### src/rtl/task_answer_arbiter.sv
// ---------------------------------------------------------------------------
// task_answer_arbiter
//
// Shares the single task-manager answer channel between NUM_TASKS task
// output blocks. One requester is granted at a time and keeps the grant for
// a whole packet. Arbitration is round-robin: the task that finished most
// recently becomes lowest priority. The manager's ready is fanned back to
// the granted task only. Each packet's beat count is checked against the
// size the task advertised when it was granted.
//
// Ports:
//   i_clk, i_rst_n     clock (rising edge), asynchronous active-low reset
//   i_req              per-task answer-ready request
//   i_tdata            per-task data, task k at [k*DATA_W +: DATA_W]
//   i_last             per-task last-beat flag
//   i_pkt_size         per-task packet size, task k at [k*SIZE_W +: SIZE_W]
//   i_tmanager_ready   manager accepts a beat this cycle
//   o_task_ready       per-task ready, only the granted bit can be set
//   o_tvalid           beat valid toward the manager
//   o_tdata, o_tlast   data / last of the granted task (combinational)
//   o_pkt_size         size latched at grant time
//   o_task_id          index of the granted task
//   o_busy             a packet is in progress
//   o_len_err          one-cycle pulse on a length / protocol error
// ---------------------------------------------------------------------------
module task_answer_arbiter #(
  parameter int NUM_TASKS = 4,
  parameter int DATA_W    = 8,
  parameter int SIZE_W    = 12
) (
  input  logic                          i_clk,
  input  logic                          i_rst_n,
  input  logic [NUM_TASKS-1:0]          i_req,
  input  logic [NUM_TASKS*DATA_W-1:0]   i_tdata,
  input  logic [NUM_TASKS-1:0]          i_last,
  input  logic [NUM_TASKS*SIZE_W-1:0]   i_pkt_size,
  input  logic                          i_tmanager_ready,
  output logic [NUM_TASKS-1:0]          o_task_ready,
  output logic                          o_tvalid,
  output logic [DATA_W-1:0]             o_tdata,
  output logic                          o_tlast,
  output logic [SIZE_W-1:0]             o_pkt_size,
  output logic [$clog2(NUM_TASKS)-1:0]  o_task_id,
  output logic                          o_busy,
  output logic                          o_len_err
);

  localparam int ID_W = $clog2(NUM_TASKS);

  typedef enum logic [1:0] {
    IDLE = 2'd0,
    XFER = 2'd1,
    GAP  = 2'd2
  } state_t;

  state_t               state;
  logic [NUM_TASKS-1:0] sel;
  logic [ID_W-1:0]      grant_id;
  logic [ID_W-1:0]      ptr;
  logic [SIZE_W-1:0]    size_q;
  logic [SIZE_W-1:0]    cnt;
  logic                 busy_q;
  logic                 len_err_q;

  logic                 win_found;
  logic [ID_W-1:0]      win_id;
  logic [NUM_TASKS-1:0] win_onehot;

  logic                 req_g;
  logic                 last_g;
  logic [DATA_W-1:0]    data_g;
  logic                 zero_size;
  logic                 grant_live;
  logic                 beat;
  logic [SIZE_W-1:0]    cnt_inc;
  logic                 pkt_end;
  logic                 pkt_err;

  // Round-robin search: first requesting task strictly above ptr, wrapping.
  // Starting at ptr+1 and ending at ptr itself means the last served task
  // is only picked again when nobody else is asking.
  always_comb begin
    win_found  = 1'b0;
    win_id     = '0;
    win_onehot = '0;
    for (int i = 1; i <= NUM_TASKS; i++) begin
      if (!win_found && i_req[(int'(ptr) + i) % NUM_TASKS]) begin
        win_found = 1'b1;
        win_id    = ID_W'((int'(ptr) + i) % NUM_TASKS);
      end
    end
    win_onehot[win_id] = win_found;
  end

  // Select the granted task's inputs. A zero-size packet never opens the
  // channel, so no beat can slip through before the error exit.
  always_comb begin
    req_g      = i_req[grant_id];
    last_g     = i_last[grant_id];
    data_g     = i_tdata[grant_id*DATA_W +: DATA_W];
    zero_size  = (size_q == '0);
    grant_live = (state == XFER) && !zero_size;
    beat       = grant_live && i_tmanager_ready && req_g;
    cnt_inc    = cnt + 1'b1;
  end

  // Packet termination, checked in priority order. Every exit except a
  // correctly sized last beat is reported as a length/protocol error.
  always_comb begin
    pkt_end = 1'b0;
    pkt_err = 1'b0;
    if (state == XFER) begin
      if (beat && last_g) begin
        pkt_end = 1'b1;
        pkt_err = (cnt_inc != size_q);
      end else if (beat && (cnt_inc == size_q)) begin
        pkt_end = 1'b1;
        pkt_err = 1'b1;
      end else if (!req_g) begin
        pkt_end = 1'b1;
        pkt_err = 1'b1;
      end else if (zero_size) begin
        pkt_end = 1'b1;
        pkt_err = 1'b1;
      end
    end
  end

  // Arbiter FSM. The grant fields are latched on entry to XFER and cleared
  // on entry to GAP, so o_busy falls in the GAP cycle and the error pulse
  // lines up with it.
  always_ff @(posedge i_clk or negedge i_rst_n) begin
    if (!i_rst_n) begin
      state     <= IDLE;
      sel       <= '0;
      grant_id  <= '0;
      ptr       <= ID_W'(NUM_TASKS - 1);
      size_q    <= '0;
      cnt       <= '0;
      busy_q    <= 1'b0;
      len_err_q <= 1'b0;
    end else begin
      len_err_q <= 1'b0;
      case (state)
        IDLE: begin
          if (win_found) begin
            sel      <= win_onehot;
            grant_id <= win_id;
            size_q   <= i_pkt_size[win_id*SIZE_W +: SIZE_W];
            cnt      <= '0;
            busy_q   <= 1'b1;
            state    <= XFER;
          end
        end
        XFER: begin
          if (beat) begin
            cnt <= cnt_inc;
          end
          if (pkt_end) begin
            len_err_q <= pkt_err;
            sel       <= '0;
            size_q    <= '0;
            busy_q    <= 1'b0;
            ptr       <= grant_id;
            state     <= GAP;
          end
        end
        GAP: begin
          state <= IDLE;
        end
        default: begin
          state <= IDLE;
        end
      endcase
    end
  end

  assign o_task_ready = (grant_live && i_tmanager_ready) ? sel : '0;
  assign o_tvalid     = grant_live && req_g;
  assign o_tdata      = grant_live ? data_g : '0;
  assign o_tlast      = grant_live && last_g;
  assign o_pkt_size   = size_q;
  assign o_task_id    = grant_id;
  assign o_busy       = busy_q;
  assign o_len_err    = len_err_q;

endmodule

### config.mk
export PLATFORM = sky130hd
export DESIGN_NAME = task_answer_arbiter
export DESIGN_NICKNAME = d
export VERILOG_FILES = /design/src/rtl/task_answer_arbiter.sv
export SDC_FILE = /design/constraint.sdc
export NUM_CORES = 1
export LEC_CHECK = 0
export ABC_AREA = 1
export CORE_AREA = 4 4 90 92
export DETAILED_ROUTE_END_ITERATION = 16
export DIE_AREA = 0 0 94 96
export GPL_TIMING_DRIVEN = 0
export PLACE_DENSITY = 0.86
export RECOVER_POWER = 25
export SYNTH_ARGS = -nofsm -noshare
export SYNTH_HDL_FRONTEND = slang
export SYNTH_SLANG_ARGS = --single-unit
### constraint.sdc
create_clock -name i_clk -period 2.5 [get_ports i_clk]
set_clock_uncertainty 0.05 [all_clocks]
set_input_delay 0.5 -clock i_clk [delete_from_list [all_inputs] [get_ports i_clk]]
set_output_delay 0.5 -clock i_clk [all_outputs]
set_load 0.03 [all_outputs]
**Word level (Yosys, flattened, before mapping)**

Index checks and enable logic that the tools add are counted.

- Shift-type cells: 2
- $add $sub $neg: 5
- Equality and inequality tests: 6
- $lt $le $gt $ge: 7
- Bitwise operators: 5
- Reductions and logical operators: 27
- Muxes and demuxes: 51
- Multipliers: 1

Operator list:

| cell | count |
|---|---|
| 12-bit 2-to-1 mux | 4 |
| 12-bit one-hot mux with 2 select lines | 2 |
| 48-bit by 7-bit variable part select with 12-bit output | 1 |
| 32-bit by 6-bit variable part select with 8-bit output | 1 |
| 1-bit 2-to-1 mux | 25 |
| 3-bit by 4-bit less-than comparator with 1-bit output, second input constant | 4 |
| 12-bit by 1-bit adder with 12-bit output, second input constant | 1 |
| 1-bit binary-select mux with 2-bit select | 6 |
| 12-bit == test | 1 |
| 12-bit logical NOT | 1 |
| 2-bit 2-to-1 mux | 6 |
| 4-bit 2-to-1 mux | 3 |
| 12-bit inequality test | 1 |
| 1-bit logical AND | 11 |
| 8-bit 2-to-1 mux | 1 |
| 4-bit one-hot mux with 2 select lines | 1 |
| 2-bit OR reduction | 4 |
| 2-bit by 3-bit less-than comparator with 1-bit output, second input constant | 2 |
| 2-bit inequality test, second input constant | 3 |
| 2-bit AND reduction | 3 |
| 3-bit AND reduction | 2 |
| 2-bit by 1-bit adder with 2-bit output, second input constant | 2 |
| 2-bit adder, second input constant | 2 |
| 1-bit AND, first input constant | 4 |
| 10 further kinds | 13 |

- Word-level logic and storage cells: 112
- Bits of input ports: 91
- Register bits after elaboration: 36
- Output and inout bits: 30

**Longest topological paths before layout**

- Word-level depth: 23
- Gate-level depth with buffers: 16
- Mapped depth without buffers: 15

**Worst setup path before layout**

OpenSTA, ideal clock, no wires.

- Kind: flip-flop to output port
- Start: register grant_id[0], in the netlist o_task_id[0]
- End: output o_tdata[0]
- Required time: 1.950 ns
- Stages on the path, launching flop included: 7
- Arrival: 1.825 ns
- Path buffers: 2
- Setup slack: 0.125 ns
- Cell sequence: dfrtp_1 > clkbuf_1 > buf_1 > nor2_1 > nor2_1 > o21ai_0 > a21oi_1

- Word-level cells in the longest chain between the ends: 2

RTL lines:

| what | line | text |
|---|---|---|
| start: declaration | 58 | `logic [ID_W-1:0] grant_id;` |
| start signal: assignment | 148 | `grant_id <= win_id;` |
| 32-bit by 6-bit variable part select with 8-bit output | 100 | `data_g = i_tdata[grant_id*DATA_W +: DATA_W];` |
| 8-bit 2-to-1 mux | 180 | `assign o_tdata = grant_live ? data_g : '0;` |
| end: declaration | 40 | `output logic [DATA_W-1:0] o_tdata,` |

No other way between the ends.

**Worst setup path after layout**

- Start: register size_q[1], in the netlist o_pkt_size[1]
- End: output o_task_ready[3]

- Word-level cells in the longest chain between the ends: 5

RTL lines:

| what | line | text |
|---|---|---|
| start: declaration | 60 | `logic [SIZE_W-1:0] size_q;` |
| start signal: assignment | 149 | `size_q <= i_pkt_size[win_id*SIZE_W +: SIZE_W];` |
| 12-bit logical NOT | 101 | `zero_size = (size_q == '0);` |
| 1-bit logical NOT | 102 | `grant_live = (state == XFER) && !zero_size;` |
| 1-bit logical AND | 102 |  |
| 1-bit logical AND | 178 | `assign o_task_ready = (grant_live && i_tmanager_ready) ? sel : '0;` |
| 4-bit 2-to-1 mux | 178 |  |
| end: declaration | 38 | `output logic [NUM_TASKS-1:0] o_task_ready,` |

No other way between the ends.

==> qor.tcl <==
set qor(run_status) {finished, violations left}
set qor(violations_in_the_final_reports) {capacitance limit, slew limit}
set qor(timing.critical_path.mode_cell) {nor2_1}
set qor(synth.yosys.seq_area_share_pct) 27.9
set qor(pwr-share-comb_pct) 75.8
set qor(grt_start_max_net_pins) 37
set qor(cts_tree) {built}
set qor(rrSetupSlack_ns) 0.23
set qor(relSlewSlack_pct) -29.2
set qor(timing.critical_path.from_type) {flop}
set qor(cts.root.buffer_cell) {clkbuf_8}
set qor(dr_drc_count) 0
set qor(layout.cells.most_common_list) {183 x nand2_1, 105 x clkdlybuf4s50_1, 74 x nand3_1, 65 x nor2_1, 39 x inv_1}
set qor(setup.worst_path.end_class) {output port}
set qor(intPower_uw) 2790
set qor(synth-simple-area-share_pct) 51.0
set qor(cts.clk_slew.worst_paths_ns) 0.07
set qor(cellPowerDensity_nw_per_um2) 1310
set qor(synthAdderAreaFrac_pct) 0.773
set qor(fill_cell_total_of_the_finished_layout) 666
set qor(grt_overflow) 0
set qor(mostFrequentLayoutCell) {nand2_1}
set qor(area_growth_syn_to_layout_pct) 44.5
set qor(timing.final.crit_share_pct) 96.0
set qor(first_pass_iters) 5
set qor(placementRows) 31
set qor(worst_path_required_time_ns) 1.95
set qor(power.ir.vdd_worst_v) 0.000875
set qor(cp.depth) 6
set qor(sequential_cell_area_um2) 903
set qor(grt_pass1_vias) 3875
set qor(boundaryPins) 121
set qor(maxCapViolCount) 1
set qor(critical_path.max_stage_delay_ns) 0.43
set qor(fp.dieH_um) 96
set qor(dp_cells) 748
set qor(power.share.switching_pct) 54.7
set qor(wl_per_cell_um) 13.5
set qor(synth_warnings) 0
set qor(crit_path_cell_trace) {or2_1 > nor2_1 > nand2_1 > nand3_2 > nor2_1 > clkdlybuf4s15_1}
set qor(rsz0062_at_grt) {false}
set qor(finalHoldWorstSlack_ns) 0.431
set qor(hold_start) {o_busy$_DFFE_PN0P_}
set qor(r2r_start) {ptr[0]$_DFFE_PN1P_}
set qor(r2r_cells) 11
set qor(gp_routability_congestion) 0.899
set qor(postSynthCellCount) 529
set qor(track_usage_pct) 23.0
set qor(syn-num-nets) 622
set qor(timing.setup.critical_path_class) {reg2out}
set qor(layout-drive-gt1-share_pct) 13.0
set qor(netlist-cell-type-count) 37
set qor(async_reset_ff_share_pct) 100
set qor(max-clock-path-buffers) 2
set qor(worst_r2r_endpoint) {o_pkt_size[1]$_DFFE_PN0P_}
set qor(worst_setup_path_startpoint) {o_pkt_size[1]$_DFFE_PN0P_}
set qor(synth-main-ff-cell) {dfrtp_1}
set qor(port_buffers) 120
set qor(multi_input_gate_area_in_the_final_layout_um2) 2050
set qor(drt_iter0_markers) 158
set qor(share_seq_of_total_power_pct) 15.9
set qor(dp.final_hpwl_um) 8240
set qor(syn_area_per_cell_um2) 6.12
set qor(layoutNonFillerInstCount) 759
set qor(clk_latency_ns) 0.29
set qor(final-max-slew-violation-count) 37
set qor(route.detailed.vias_per_inst) 5.09
set qor(coreArea_um2) 7210
set qor(share_clk_of_total_power_pct) 8.3
set qor(number_of_h_tree_branching_levels) 2
set qor(ys_seq_elements) 36
set qor(timing.critical_path.arrival_ns) 1.85
set qor(hold_viol) 0
set qor(synth_enable_flop_cells) 0
set qor(power.static_leakage_uw) 0.00223
set qor(fin_nets) 752
set qor(synthXorXnorAreaFrac_pct) 0.773
set qor(max_freq_mhz) 417
set qor(antenna_violations_before_repair) 0
set qor(antenna_left) 0
set qor(die_x_um) 94
set qor(final_core_utilization_pct) 64.8
set qor(report.final.setup_viol) 0
set qor(post_synth_mux_area_share_pct) 0
set qor(routed_vias) 3863
set qor(worst_setup_path_endpoint) {o_task_ready[3]}
set qor(synth_top_family_by_area) {simple AND/OR/NAND/NOR gates}
set qor(n_antenna_cell) 0
set qor(critical-path-top-delay-family) {simple AND/OR/NAND/NOR gates}
set qor(starting_density_of_the_core_pct) 44.9
set qor(cts_made_buffers) 5
set qor(grt_pass1_wl_um) 16900
set qor(min_period_ns) 2.40
set qor(critical_path.n_buffers_inverters) 1
set qor(net_switching_power_figure_uw) 3360
set qor(crit_path_top_delay_cell) {dfrtp_1}
set qor(worst_slew_pin_slew_ns) 1.94
set qor(crit_fanout) 6
set qor(die_area_um2) 9020
set qor(synth_compound_gate_area_share_pct) 10.0
set qor(min_path_type) {reg2reg}
set qor(mappedNetlistArea_um2) 3240
set qor(tritoncts_num_sinks) 36
set qor(final_wirelength_um) 10300
worst min-delay path by stage:
stage / end / slack [ns] / cells after the start
2_1_floorplan: cnt[0]$_DFFE_PN0P_ / 0.15 / 0
3_3_place_gp: o_busy$_DFFE_PN0P_ / 0.41 / 2
3_5_place_dp: o_busy$_DFFE_PN0P_ / 0.41 / 2
4_1_cts: cnt[4]$_DFFE_PN0P_ / 0.28 / 1
5_1_grt: o_busy$_DFFE_PN0P_ / 0.46 / 2
6_report: o_busy$_DFFE_PN0P_ / 0.43 / 2
layer usage:
layer  vias up  track usage [%]  routed length, µm
li1       1952                -                  -
met1      1720             25.6               3900
met2       166             42.5               5270
met3        25             5.63                839
met4         0             8.18                244
met5         -                0                  0
registers in the layout, summed over array words and instances (netlist names):
| name | count |
|---|---|
| ptr | 2 |
| o_pkt_size | 12 |
| o_task_id | 2 |
| sel | 4 |
| state | 2 |
| o_len_err | 1 |
| o_busy | 1 |
| cnt | 12 |
stage by stage:
| step | cell area [µm²] | setup slack, ns | power (µW) | setup TNS, ns |
|---|---|---|---|---|
| 2_1_floorplan | 3240 | 0.125 | 4340 | 0 |
| 3_3_place_gp | 4560 | -0.331 | 5510 | -7.42 |
| 3_5_place_dp | 4560 | -0.358 | 5640 | -9.20 |
| 4_1_cts | 4680 | 0.00472 | 6130 | 0 |
| 5_1_grt | 4680 | 0.00619 | 6720 | 0 |
| 6_report | 4680 | 0.100 | 6150 | 0 |
tightest hold or removal path, delay by kind of cell, from the launching register on:
family	cells	cell delay, ns
flip-flops	1	0.35
AND/OR/NAND/NOR	2	0.10
what timing repair did:
item | CTS | global route
hold buffers | 0 | 0
buffers inserted | 0 | 3
pin swaps | 0 | 1
gates resized for setup | 35 | 27
cloned | 0 | 0
endpoints found under the setup margin | 14 | 41
cells in the mapped netlist (3+ instances only):
| cell type | n | area, µm² |
|---|---|---|
| nand2_1 | 184 | 691 |
| nand3_1 | 75 | 375 |
| nor2_1 | 66 | 248 |
| inv_1 | 39 | 146 |
| dfrtp_1 | 34 | 851 |
| o21ai_0 | 31 | 155 |
| nand2_2 | 20 | 125 |
| a21oi_1 | 10 | 50.1 |
| o22ai_1 | 7 | 43.8 |
| clkbuf_1 | 6 | 22.5 |
| buf_2 | 5 | 25.0 |
| o21ai_1 | 5 | 25.0 |
| nor2_2 | 4 | 25.0 |
| buf_4 | 3 | 22.5 |
| buf_6 | 3 | 33.8 |
| inv_2 | 3 | 11.3 |
| nand2_4 | 3 | 33.8 |
| nand4_1 | 3 | 18.8 |
| o21ai_2 | 3 | 26.3 |
power groups by stage:
stage	Sequential [µW]	Clock (µW)	Combinational (µW)
detailed placement	981	0	4660
global placement	973	0	4540
CTS	971	516	4650
global route	1000	545	5170
floorplan	1130	0	3210
finish	977	508	4670
final cells by class:
type | instances | area share (%)
Clock buffer | 5 | 1.47
Multi-Input combinational cell | 429 | 43.7
Sequential cell | 36 | 19.3
Tap cell | 99 | 2.65
Clock inverter | 3 | 0.909
Inverter | 44 | 3.53
Buffer | 20 | 3.40
Timing Repair Buffer | 123 | 25.0
kinds of logic (layout without fill, tap and decap cells):
kind of cell             Yosys count  count (layout)
buffers and inverters             64             195
AO/OA/AOI/OAI                     59              59
flip-flops                        36              36
AND/OR/NAND/NOR                  366             366
XOR/XNOR                           2               2
adder cells (fa/ha/maj)            2               2
Power figures use the tool's default switching activity.
